==> config.mk <==
export PLATFORM = sky130hd
export DESIGN_NAME = pipe_ctrl
export DESIGN_NICKNAME = d
export VERILOG_FILES = /design/src/rtl/rv_pipe_pkg.sv /design/src/rtl/sat_counter.sv /design/src/rtl/pipe_ctrl.sv
export SDC_FILE = /design/constraint.sdc
export NUM_CORES = 1
export LEC_CHECK = 0
export ABC_AREA = 1
export CAP_MARGIN = 20
export CORE_UTILIZATION = 54
export DETAILED_ROUTE_END_ITERATION = 8
export PLACE_DENSITY = 0.8
export SLEW_MARGIN = 20
export SYNTH_ARGS = -nofsm -noshare
export SYNTH_HDL_FRONTEND = slang
export SYNTH_SLANG_ARGS = --single-unit
==> constraint.sdc <==
create_clock -name clk -period 3.1 [get_ports clk]
set_input_delay 0.465 -clock clk [delete_from_list [all_inputs] [get_ports clk]]
set_output_delay 0.465 -clock clk [all_outputs]
set_load 0.005 [all_outputs]
==> src/rtl/rv_pipe_pkg.sv <==
// Shared types and helpers for the RV32I pipeline stall/flush sequencer.
package rv_pipe_pkg;

    typedef enum logic [1:0] {
        RUN      = 2'd0,
        MEM_WAIT = 2'd1,
        HALT     = 2'd2
    } pipe_state_e;

    localparam int REG_NO_DEFAULT = 8;

    // A single-register file still needs a one-bit address.
    function automatic int addr_width(input int n);
        return (n > 1) ? $clog2(n) : 1;
    endfunction

endpackage

==> src/rtl/sat_counter.sv <==
// Event counter that sticks at its maximum instead of wrapping.
module sat_counter #(
    parameter int W = 32
) (
    input  logic         clk,
    input  logic         rst,
    input  logic         inc,
    output logic [W-1:0] count
);

    logic [W-1:0] count_q;
    logic [W-1:0] count_d;

    // Next count: advance on inc unless already saturated.
    always_comb begin
        count_d = count_q;
        if (inc && (count_q != {W{1'b1}})) begin
            count_d = count_q + W'(1);
        end else begin
            count_d = count_q;
        end
    end

    // Count register with synchronous reset.
    always_ff @(posedge clk) begin
        if (rst) begin
            count_q <= {W{1'b0}};
        end else begin
            count_q <= count_d;
        end
    end

    assign count = count_q;

endmodule

==> src/rtl/pipe_ctrl.sv <==
// Stall/flush sequencer for the 5-stage pipeline: load-use bubbles, branch
// squashes, memory hold-off freeze and hung-memory trap.
module pipe_ctrl
    import rv_pipe_pkg::*;
#(
    parameter int REG_NO      = REG_NO_DEFAULT,
    parameter int MEM_TIMEOUT = 16,
    parameter int CNT_W       = 32,
    localparam int AW         = addr_width(REG_NO)
) (
    input  logic             clk,
    input  logic             rst,
    input  logic [AW-1:0]    src1_add_DE,
    input  logic [AW-1:0]    src2_add_DE,
    input  logic [AW-1:0]    dest_add_EX,
    input  logic             mem_read_EX,
    input  logic             branch_taken_EX,
    input  logic             dmem_req_ME,
    input  logic             dmem_ready,
    output logic             stall_IF,
    output logic             stall_DE,
    output logic             stall_EX,
    output logic             stall_ME,
    output logic             flush_DE,
    output logic             flush_EX,
    output logic             mem_timeout,
    output logic [CNT_W-1:0] stall_cnt,
    output logic [CNT_W-1:0] flush_cnt
);

    localparam int             WCW       = $clog2(MEM_TIMEOUT) + 1;
    localparam logic [WCW-1:0] WAIT_LAST = WCW'(MEM_TIMEOUT - 1);

    pipe_state_e    state_q,    state_d;
    logic [WCW-1:0] wait_cnt_q, wait_cnt_d;
    logic           timeout_q,  timeout_d;

    logic memwait_s;
    logic loaduse_s;
    logic br_flush_s;

    assign memwait_s = dmem_req_ME & ~dmem_ready;
    assign loaduse_s = mem_read_EX & (dest_add_EX != {AW{1'b0}}) &
                       ((dest_add_EX == src1_add_DE) | (dest_add_EX == src2_add_DE));

    // State, wait counter and sticky timeout flag.
    always_ff @(posedge clk) begin
        if (rst) begin
            state_q    <= RUN;
            wait_cnt_q <= {WCW{1'b0}};
            timeout_q  <= 1'b0;
        end else begin
            state_q    <= state_d;
            wait_cnt_q <= wait_cnt_d;
            timeout_q  <= timeout_d;
        end
    end

    // Next-state: wait_cnt holds the number of memwait cycles already completed.
    always_comb begin
        state_d    = state_q;
        wait_cnt_d = wait_cnt_q;
        timeout_d  = timeout_q;
        case (state_q)
            RUN: begin
                if (memwait_s) begin
                    state_d    = MEM_WAIT;
                    wait_cnt_d = WCW'(1);
                end else begin
                    state_d    = RUN;
                end
            end
            MEM_WAIT: begin
                if (!memwait_s) begin
                    state_d    = RUN;
                    wait_cnt_d = {WCW{1'b0}};
                end else if (wait_cnt_q == WAIT_LAST) begin
                    state_d    = HALT;
                    timeout_d  = 1'b1;
                end else begin
                    wait_cnt_d = wait_cnt_q + WCW'(1);
                end
            end
            HALT: begin
                state_d = HALT;
            end
            default: begin
                state_d    = RUN;
                wait_cnt_d = {WCW{1'b0}};
            end
        endcase
    end

    // Outputs: HALT > memwait > branch > load-use; reset forces NOPs in.
    always_comb begin
        stall_IF   = 1'b0;
        stall_DE   = 1'b0;
        stall_EX   = 1'b0;
        stall_ME   = 1'b0;
        flush_DE   = 1'b0;
        flush_EX   = 1'b0;
        br_flush_s = 1'b0;
        if (rst) begin
            flush_DE = 1'b1;
            flush_EX = 1'b1;
        end else if ((state_q == HALT) || memwait_s) begin
            stall_IF = 1'b1;
            stall_DE = 1'b1;
            stall_EX = 1'b1;
            stall_ME = 1'b1;
        end else if (branch_taken_EX) begin
            flush_DE   = 1'b1;
            flush_EX   = 1'b1;
            br_flush_s = 1'b1;
        end else if (loaduse_s) begin
            stall_IF = 1'b1;
            stall_DE = 1'b1;
            flush_EX = 1'b1;
        end else begin
            br_flush_s = 1'b0;
        end
    end

    assign mem_timeout = timeout_q;

    sat_counter #(.W(CNT_W)) u_stall_cnt (
        .clk   (clk),
        .rst   (rst),
        .inc   (stall_IF),
        .count (stall_cnt)
    );

    sat_counter #(.W(CNT_W)) u_flush_cnt (
        .clk   (clk),
        .rst   (rst),
        .inc   (br_flush_s),
        .count (flush_cnt)
    );

endmodule
After elaboration in Yosys (flattened, before gate mapping) --
Cells that the tools add are included. W data, S select, Z words.
Cells by class: add/sub/neg operators 3, equal/unequal tests 10, multiplexer cells 21, bitwise gates (word level) 6, reductions and logical operators 7
Operators by type and width (count):
- $add A32 B1 Y32 const B | 2
- $ne A32 B32 Y1 const B | 2
- $mux W5 | 3
- $pmux W5 S3 | 1
- $mux W1 | 14
- $eq A3 B3 Y1 | 2
- $ne A3 B3 Y1 const B | 2
- $pmux W2 S3 | 1
- $reduce_and A3 Y1 | 2
- $add A5 B1 Y5 const B | 1
- $eq A5 B4 Y1 const B | 1
- $mux W2 | 2
- $and A1 B1 Y1 | 3
- $reduce_bool A3 Y1 | 1
- $eq A2 B1 Y1 const B | 1
- $eq A2 B2 Y1 const B | 1
- $logic_and A1 B1 Y1 | 2
- $logic_not A2 Y1 | 1
- $ne A2 B2 Y1 const B | 1
- $not A1 Y1 | 2
- $logic_or A1 B1 Y1 | 1
- $or A1 B1 Y1 | 1
Word-level totals: register bits 72, input port bits 15, output and inout port bits 71, word-level logic and storage cells 52

Longest topological paths before layout --
Gate-level depths: netlist of run 1.
depth in word-level cells 8, mapped depth 13, gate-level depth less buffers 12

Cells and area by module --
From an unflattened synthesis of run 1, not the netlist that was laid out.
Unflattened totals: cell total of the unflattened synthesis 741, area, all modules 4722.0 um2
By module, submodules not included:
- sat_counter | instances 2, cells each 324, area an instance 2062.0 um2, sequential area each 640.6 um2
- pipe_ctrl | instances 1, cells each 93, area an instance 598.1 um2, sequential area each 160.2 um2

Worst setup path before layout of run 1 --
No wires, ideal clock.
kind input to output, start point input dmem_req_ME, end point output flush_EX, arrival time 1316 ps, data required time 2635 ps, slack 1319 ps, stages 10, path through inv_1 > nor2_1 > inv_1 > nand2_1 > inv_1 > nand2_1 > nand2_1 > inv_2 > buf_2 > o21ai_0
Between the ends: cells in the longest elaborated chain, start to end 4
RTL lines:
- start: declaration | line pipe_ctrl.sv:18 | input logic dmem_req_ME,
- $and A1 B1 Y1 | line pipe_ctrl.sv:42 | assign memwait_s = dmem_req_ME & ~dmem_ready;
- $logic_or A1 B1 Y1 | line pipe_ctrl.sv:106 | end else if ((state_q == HALT) || memwait_s) begin
- $mux W1 | line pipe_ctrl.sv:106
- $mux W1 | line pipe_ctrl.sv:103 | if (rst) begin
- end: declaration | line pipe_ctrl.sv:25 | output logic flush_EX,
Every way passes these cells.

Worst setup path in the final report of run 1 --
start point input dmem_req_ME, end point output stall_IF
Between the ends: cells in the longest elaborated chain, start to end 4
RTL lines:
- $and A1 B1 Y1 | line pipe_ctrl.sv:42
- $logic_or A1 B1 Y1 | line pipe_ctrl.sv:106
- $mux W1 | line pipe_ctrl.sv:106
- $mux W1 | line pipe_ctrl.sv:103
- end: declaration | line pipe_ctrl.sv:20 | output logic stall_IF,
Every way passes these cells.

==> results of run 1 <==
## path summary, 6_finish.rpt
check,cells past startpoint,to,startpoint
hold / removal,2,mem_timeout,mem_timeout
setup reg to reg,10,u_stall_cnt.count[5],u_stall_cnt.count[0]
setup / recovery,12,stall_IF,dmem_req_ME
hold reg to reg,2,mem_timeout,mem_timeout
## power groups by stage
stage          sequential (mW)  combinational [mW]  clock (mW)
2_1_floorplan            0.955              0.0879           0
3_3_place_gp             0.956               0.130           0
3_5_place_dp             0.956               0.135           0
4_1_cts                  0.935               0.135       0.640
5_1_grt                  0.935               0.150       0.683
6_report                 0.935               0.137       0.631
## placed cells by master, fill, tap and decap left out, types with 11 or more instances in the layout
master	synthesis	layout
nand2_1	320	320
a21oi_1	63	63
o21ai_0	13	13
nand3_1	18	18
nand3b_1	19	19
xnor2_1	11	11
nor2_1	107	107
nand4_1	34	34
dfxtp_1	72	72
clkdlybuf4s50_1	0	84
xor2_1	12	12
inv_1	70	70
nor3_1	11	11
## critical path: cells and delay by family
| family | cells | cell delay, ns |
|---|---|---|
| buf+inv | 7 | 1.28 |
| simple gates | 5 | 0.47 |
## metal layers
layer,up-vias,GRT usage
li1,2704,-
met1,2497,0.430
met2,170,0.461
met3,14,0.0600
met4,0,0.0771
met5,-,0
## flip-flops by register name, summed over array words and instances (netlist names)
signal and cells:
u_stall_cnt.count 32, u_flush_cnt.count 32, wait_cnt_q 5, mem_timeout 1, state_q 2
## cell type report
class                   instances  share of cell area
multi-input cells             631               0.499
clock inverters                 2             0.00173
inverters                      74              0.0480
flip-flops and latches         72               0.249
well taps                     105              0.0227
repair buffers                 92               0.155
clock buffers                  10              0.0238
## cell usage after synthesis
| master | n | area share |
|---|---|---|
| a31o_2 | 1 | 0.0018 |
| xor2_1 | 12 | 0.022 |
| nor2_2 | 2 | 0.0026 |
| nand2_1 | 320 | 0.25 |
| nand2_2 | 3 | 0.0039 |
| a211oi_1 | 1 | 0.0016 |
| dfxtp_1 | 72 | 0.30 |
| nor2_1 | 107 | 0.084 |
| nor2_4 | 3 | 0.0071 |
| a31oi_1 | 1 | 0.0013 |
| or2_2 | 1 | 0.0013 |
| clkinv_1 | 1 | 0.00078 |
| nand4_1 | 34 | 0.044 |
| a21oi_1 | 63 | 0.066 |
| nor3_1 | 11 | 0.011 |
| inv_1 | 70 | 0.055 |
| nor3b_1 | 3 | 0.0047 |
| buf_2 | 7 | 0.0073 |
| buf_4 | 3 | 0.0047 |
| o21ai_0 | 13 | 0.014 |
| nand3_1 | 18 | 0.019 |
| xnor2_1 | 11 | 0.020 |
| o21ai_1 | 1 | 0.0010 |
| buf_1 | 1 | 0.00078 |
| inv_2 | 3 | 0.0024 |
| clkbuf_1 | 8 | 0.0063 |
| nand3b_1 | 19 | 0.030 |
| nand3_2 | 3 | 0.0063 |
| buf_6 | 8 | 0.019 |
| ha_1 | 4 | 0.010 |
## per-stage QoR
| stage | util | power [mW] |
|---|---|---|
| 6_report | 0.690 | 1.70 |
| 5_1_grt | 0.690 | 1.77 |
| 3_5_place_dp | 0.672 | 1.09 |
| 4_1_cts | 0.690 | 1.71 |
| 3_3_place_gp | 0.672 | 1.09 |
| 2_1_floorplan | - | 1.04 |
## logic make-up (layout without fill, tap and decap cells)
family | after synthesis | in the layout | synth area share
buf+inv | 101 | 178 | 0.0959
xor+xnor | 23 | 23 | 0.0421
compound gates | 80 | 80 | 0.0852
fa+ha+maj | 4 | 4 | 0.0105
flops | 72 | 72 | 0.301
simple gates | 524 | 524 | 0.465
==> metrics.md, run 1 <==
| Metric | Value |
|---|---|
| Post-synthesis sequential area ratio | `0.301` |
| DP Wirelength | `approximately 10000 µm` |
| Maximum number of pins on one net before global-route repair | `65` |
| Number of levels in the clock H-tree | `3` |
| TritonCTS clock tree | `built` |
| Mean area per synthesized cell | `around 6.0 µm²` |
| Type of the worst setup path | `primary input to primary output` |
| Number of buffers inserted by hold repair at cts | `0` |
| Crit-path cells | `clkdlybuf4s50_1 -> inv_1 -> nor2_1 -> inv_1 -> nand2_1 -> inv_1 -> nand2_1 -> nand2_1 -> inv_2 -> nand2_1 -> inv_1 -> clkdlybuf4s50_1` |
| Number of max-cap violations | `0` |
| Chip Height | `~96 µm` |
| Number of top-level design ports | `86` |
| Area of the multi-input gates | `2890 µm²` |
| Wire length of the first global-routing pass | `around 22000 µm` |
| Cells after DPL | `between 900 and 1k` |
| Worst Tran Pin Value | `about 0.71 ns` |
| Clock Sink Count | `between 70 and 80` |
| Switching part of the total | `0.255` |
| Overall via count from detail_route | `5385` |
| Fmax achieved | `about 0.37 GHz` |
| Quantity of I/O buffers inserted on ports | `85` |
| Register share of total power | `0.549` |
| Final worst hold slack | `around 0.46 ns` |
| Required @ worst endpoint | `about 2.6 ns` |
| Starting density of the core | `0.571` |
| P per Cell Area | `a little under 300 nW/µm²` |
| Core area | `8380 µm²` |
| Area Growth Syn to Fin | `20.8%` |
| Count of state elements after synthesis | `72` |
| Status | `complete, no violations` |
| Std-Cell Rows | `33` |
| Kind of end point of the critical path | `primary output` |
| Number of nets produced by synthesis | `about 800` |
| CP Data Arrival Time | `2.23 ns` |
| Time the worst path needs with I/O delays and setup | `around 2.7 ns` |
| Maximum vdd drop | `approximately 0.00023 V` |
| Number of setup buffers added after CTS | `0` |
| Final hold vios | `0` |
| Top routing layer in use | `met4` |
| Critical path peak fanout | `3` |
| Total Die Area | `around 9000 µm²` |
| Startpoint class of the critical path | `primary input` |
| Final Cycle Share | `0.869` |
| Number of instances in the synthesized netlist | `approximately 800` |
| Clock edge transition at the registers on the reported setup and hold paths | `approximately 0.07 ns` |
| Antenna violations before repair | `0` |
| Setup slack at placement | `just under 0.4 ns` |
| Inserted Clock Buffers | `9` |
| Last weighted congestion value of the routability-driven placer | `between 0.9 and 1` |
| Cell at the root of the clock tree | `clkbuf_8` |
| Portion of total power attributed to the clock network | `0.371` |
| Diodes inserted | `0` |
| Final TNS setup | `0 ns` |
| Share of post-route cells with drive strength above 1 | `0.0409` |
| Via count normalized by instance count | `5.46` |
| Area used by sequential logic in the layout | `between 1000 and 1500 µm²` |
| Worst Hold Class | `register to register` |
| RSZ-0062 raised after global routing | `false` |
| Pins over their slew limit | `0` |
| DRC marker count from the first detailed-route iteration | `approximately 370` |
| Count of unique library cells instantiated by Yosys | `30` |
| Number of fill cells | `790` |
| Number of standard cells in the layout, taps in and fillers out | `986` |
| Wire length per cell after detailed routing | `between 10 and 15 µm` |
| Combinational share of power | `0.080` |
| Psw | `between 400 and 500 µW` |
| Worst clock skew | `0.00779 ns` |
| Slowest Stage Delay on Critical Path | `0.50 ns` |
| Wl on met1 | `about 6600 µm` |
| Cell area after technology mapping | `between 4000 and 5000 µm²` |
| Total iterations of the first detailed-routing run | `5` |
| Count of nets after finishing | `approximately 900` |
| Warnings from Yosys | `0` |
| Internal power component | `between 1 and 1.5 mW` |
| Overflow left after global routing | `0` |
| Setup ws final | `a little over 0.4 ns` |
| Final antenna-violating net count | `0` |
| Met3 wire length | `between 900 and 1000 µm` |
| Number of global-route vias before repair | `4700` |
| Max-Slew Margin vs Limit | `0.528` |
| WL final | `13400 µm` |
| Clock latency on the worst-skew pair | `0.35 ns` |
| Reg2Reg Setup Slack | `0.77 ns` |
| Combined global-route utilization of all metal layers | `0.302` |
| Horizontal die dimension | `a little under 100 µm` |
| Detail Route met2 WL | `roughly 5700 µm` |
| Leakage component of the power | `approximately 2.1 nW` |
| Max Buffers Root-to-Sink | `2` |
| Standard cell with the maximum stage delay on the critical path | `clkdlybuf4s50_1` |
| Post-CTS Resized | `0` |
| Design area | `around 5800 µm²` |
| Cell area after placement | `~5600 µm²` |
| DRC | `0` |
| Total setup violations reported at the end of the flow | `0` |
Note: power is estimated with default switching activity, not from simulation.
==> run 2: changes to the inputs <==
- MAX_ROUTING_LAYER: not set -> met4
==> run 2 against run 1 <==
Utilization increased by 0.70 points. Clock power up 25%. Highest routed layer unchanged. Clock-buffer cell count increased by 1. Global-route usage rose by 0.55 points. Critical path type unchanged. Critical endpoint is now stall_DE. Cell count is 0.41% higher. Sequential share of layout area shrank 0.25 points. First-iteration DRC count increased by 27%. Register-to-register slack improved by 0.02 ns. Worst hold slack improved by 0.0052 ns. Via count about the same. Clock skew grew 0.0085 ns. Final area rose by 1.0%.
==> metrics.md, run 2 (synthesis results as in run 1) <==
| Metric | Value |
|---|---|
| Time the worst path needs with I/O delays and setup | `approximately 2.7 ns` |
| Cell at the root of the clock tree | `clkbuf_8` |
| Area of the multi-input gates | `2890 µm²` |
| Maximum vdd drop | `0.000275 V` |
| Number of top-level design ports | `between 80 and 90` |
| Chip Height | `between 90 and 100 µm` |
| Number of levels in the clock H-tree | `3` |
| Total setup violations reported at the end of the flow | `0` |
| Type of the worst setup path | `primary input to primary output` |
| Count of nets after finishing | `around 900` |
| Inserted Clock Buffers | `9` |
| Combined global-route utilization of all metal layers | `0.307` |
| Area used by sequential logic in the layout | `between 1000 and 1500 µm²` |
| RSZ-0062 raised after global routing | `false` |
| Share of post-route cells with drive strength above 1 | `0.0452` |
| Wire length per cell after detailed routing | `between 10 and 15 µm` |
| Most frequent cells in the layout | `nand2_1, nor2_1, clkdlybuf4s50_1` |
| DRC | `0` |
| Total iterations of the first detailed-routing run | `5` |
| Post-CTS Resized | `0` |
| Number of standard cells in the layout, taps in and fillers out | `between 900 and 1k` |
| Most common cell after layout, fill and taps aside | `nand2_1` |
| Worst clock skew | `~0.016 ns` |
| Via count normalized by instance count | `roughly 5.4` |
| Final antenna-violating net count | `0` |
| Starting density of the core | `0.571` |
| Fmax achieved | `roughly 0.37 GHz` |
| Diodes inserted | `0` |
| Leakage component of the power | `between 2 and 2.5 nW` |
| Clock latency on the worst-skew pair | `between 0.3 and 0.4 ns` |
| Std-Cell Rows | `33` |
| Worst Tran Pin Value | `between 0.6 and 0.7 ns` |
| Required @ worst endpoint | `~2.6 ns` |
| Area Growth Syn to Fin | `22.0%` |
| Number of max-cap violations | `0` |
| CP Data Arrival Time | `about 2.3 ns` |
| Number of global-route vias before repair | `4607` |
| Wire length of the first global-routing pass | `21500 µm` |
| Critical path peak fanout | `3` |
| Antenna violations before repair | `0` |
| Max Buffers Root-to-Sink | `2` |
| WL final | `between 10000 and 15000 µm` |
| Overall via count from detail_route | `roughly 5.4k` |
| Max-Slew Margin vs Limit | `0.538` |
| TritonCTS clock tree | `built` |
| Final hold vios | `0` |
| Horizontal die dimension | `approximately 96 µm` |
| Total Die Area | `roughly 9200 µm²` |
| Number of buffers inserted by hold repair at cts | `0` |
| Clock Sink Count | `between 70 and 80` |
| Status | `complete, no violations` |
| Core area | `between 8000 and 9000 µm²` |
| Last weighted congestion value of the routability-driven placer | `about 0.98` |
| Maximum number of pins on one net before global-route repair | `65` |
| Final Cycle Share | `0.879` |
| Quantity of I/O buffers inserted on ports | `85` |
| Worst Hold Class | `register to register` |
| Overall Power | `~1.9 mW` |
| Overflow left after global routing | `0` |
| Final TNS setup | `0 ns` |
| Number of setup buffers added after CTS | `0` |
| Kind of end point of the critical path | `primary output` |
| Number of fill cells | `760` |
| Clock edge transition at the registers on the reported setup and hold paths | `roughly 0.09 ns` |
| Cells after DPL | `approximately 1000` |
| DRC marker count from the first detailed-route iteration | `approximately 470` |
| P per Cell Area | `around 320 nW/µm²` |
| Startpoint class of the critical path | `primary input` |
| Pins over their slew limit | `0` |
| DP Wirelength | `between 10000 and 15000 µm` |
-- run 2: cell types whose count changed in the layout (fill, tap and decap cells not counted), sizes merged --
cell / change
bufinv: +1
clkbuf: +1
clkinvlp: +2
-- run 2: where the power goes --
part / total [mW] / internal, mW / switching [mW]
clock: 0.786 / 0.413 / 0.373
sequential: 0.934 / 0.929 / 0.00564
combinational: 0.136 / 0.0478 / 0.0883
-- run 2: cell type report --
type                    instances  share of cell area
flip-flops and latches         72               0.247
well taps                     105              0.0225
inverters                      74              0.0475
clock buffers                  11              0.0259
repair buffers                 92               0.154
clock inverters                 5             0.00942
multi-input cells             631               0.494
-- run 2: worst max-delay path: stages --
cell	delay, ns
clkdlybuf4s50_1	0.45
inv_1	0.03
nor2_1	0.10
inv_1	0.06
nand2_1	0.07
inv_1	0.06
nand2_1	0.10
nand2_1	0.09
inv_2	0.07
nand2_1	0.14
inv_1	0.11
clkdlybuf4s50_1	0.50
-- run 2: metal layers --
layer  wire [µm]  part of all wire  global-route usage  vias up
li1            -                 -                   -     2703
met2        5780              0.43               0.447      221
met3        1130             0.083              0.0498       12
met5           0                 0                   -        -
met4         152             0.011              0.0908        0
met1        6510              0.48               0.434     2444
-- run 2: through the flow --
step           utilization  cell area [µm²]  setup WS (ns)  hold WS, ns
2_1_floorplan            -             4790           1.32        0.433
3_3_place_gp         0.672             5640          0.441        0.442
3_5_place_dp         0.672             5640          0.374        0.455
4_1_cts              0.697             5840          0.379        0.474
5_1_grt              0.697             5840          0.184        0.501
6_report             0.697             5840          0.376        0.470
-- run 2: worst paths after layout --
check | from | to | slack [ns] | cells after the start
worst max-delay path | dmem_req_ME | stall_DE | 0.38 | 12
worst min-delay path | mem_timeout | mem_timeout | 0.47 | 2
worst max register to register | u_stall_cnt.count[0] | u_stall_cnt.count[25] | 0.79 | 10
worst min register to register | mem_timeout | mem_timeout | 0.47 | 2
==> run 3: changes to the inputs <==
- HOLD_SLACK_MARGIN: not set -> 0.03
- SLEW_MARGIN: 20 -> 30
==> results of run 3 <==
Same layout as run 2: the final DEF is identical, and so are final timing and power.
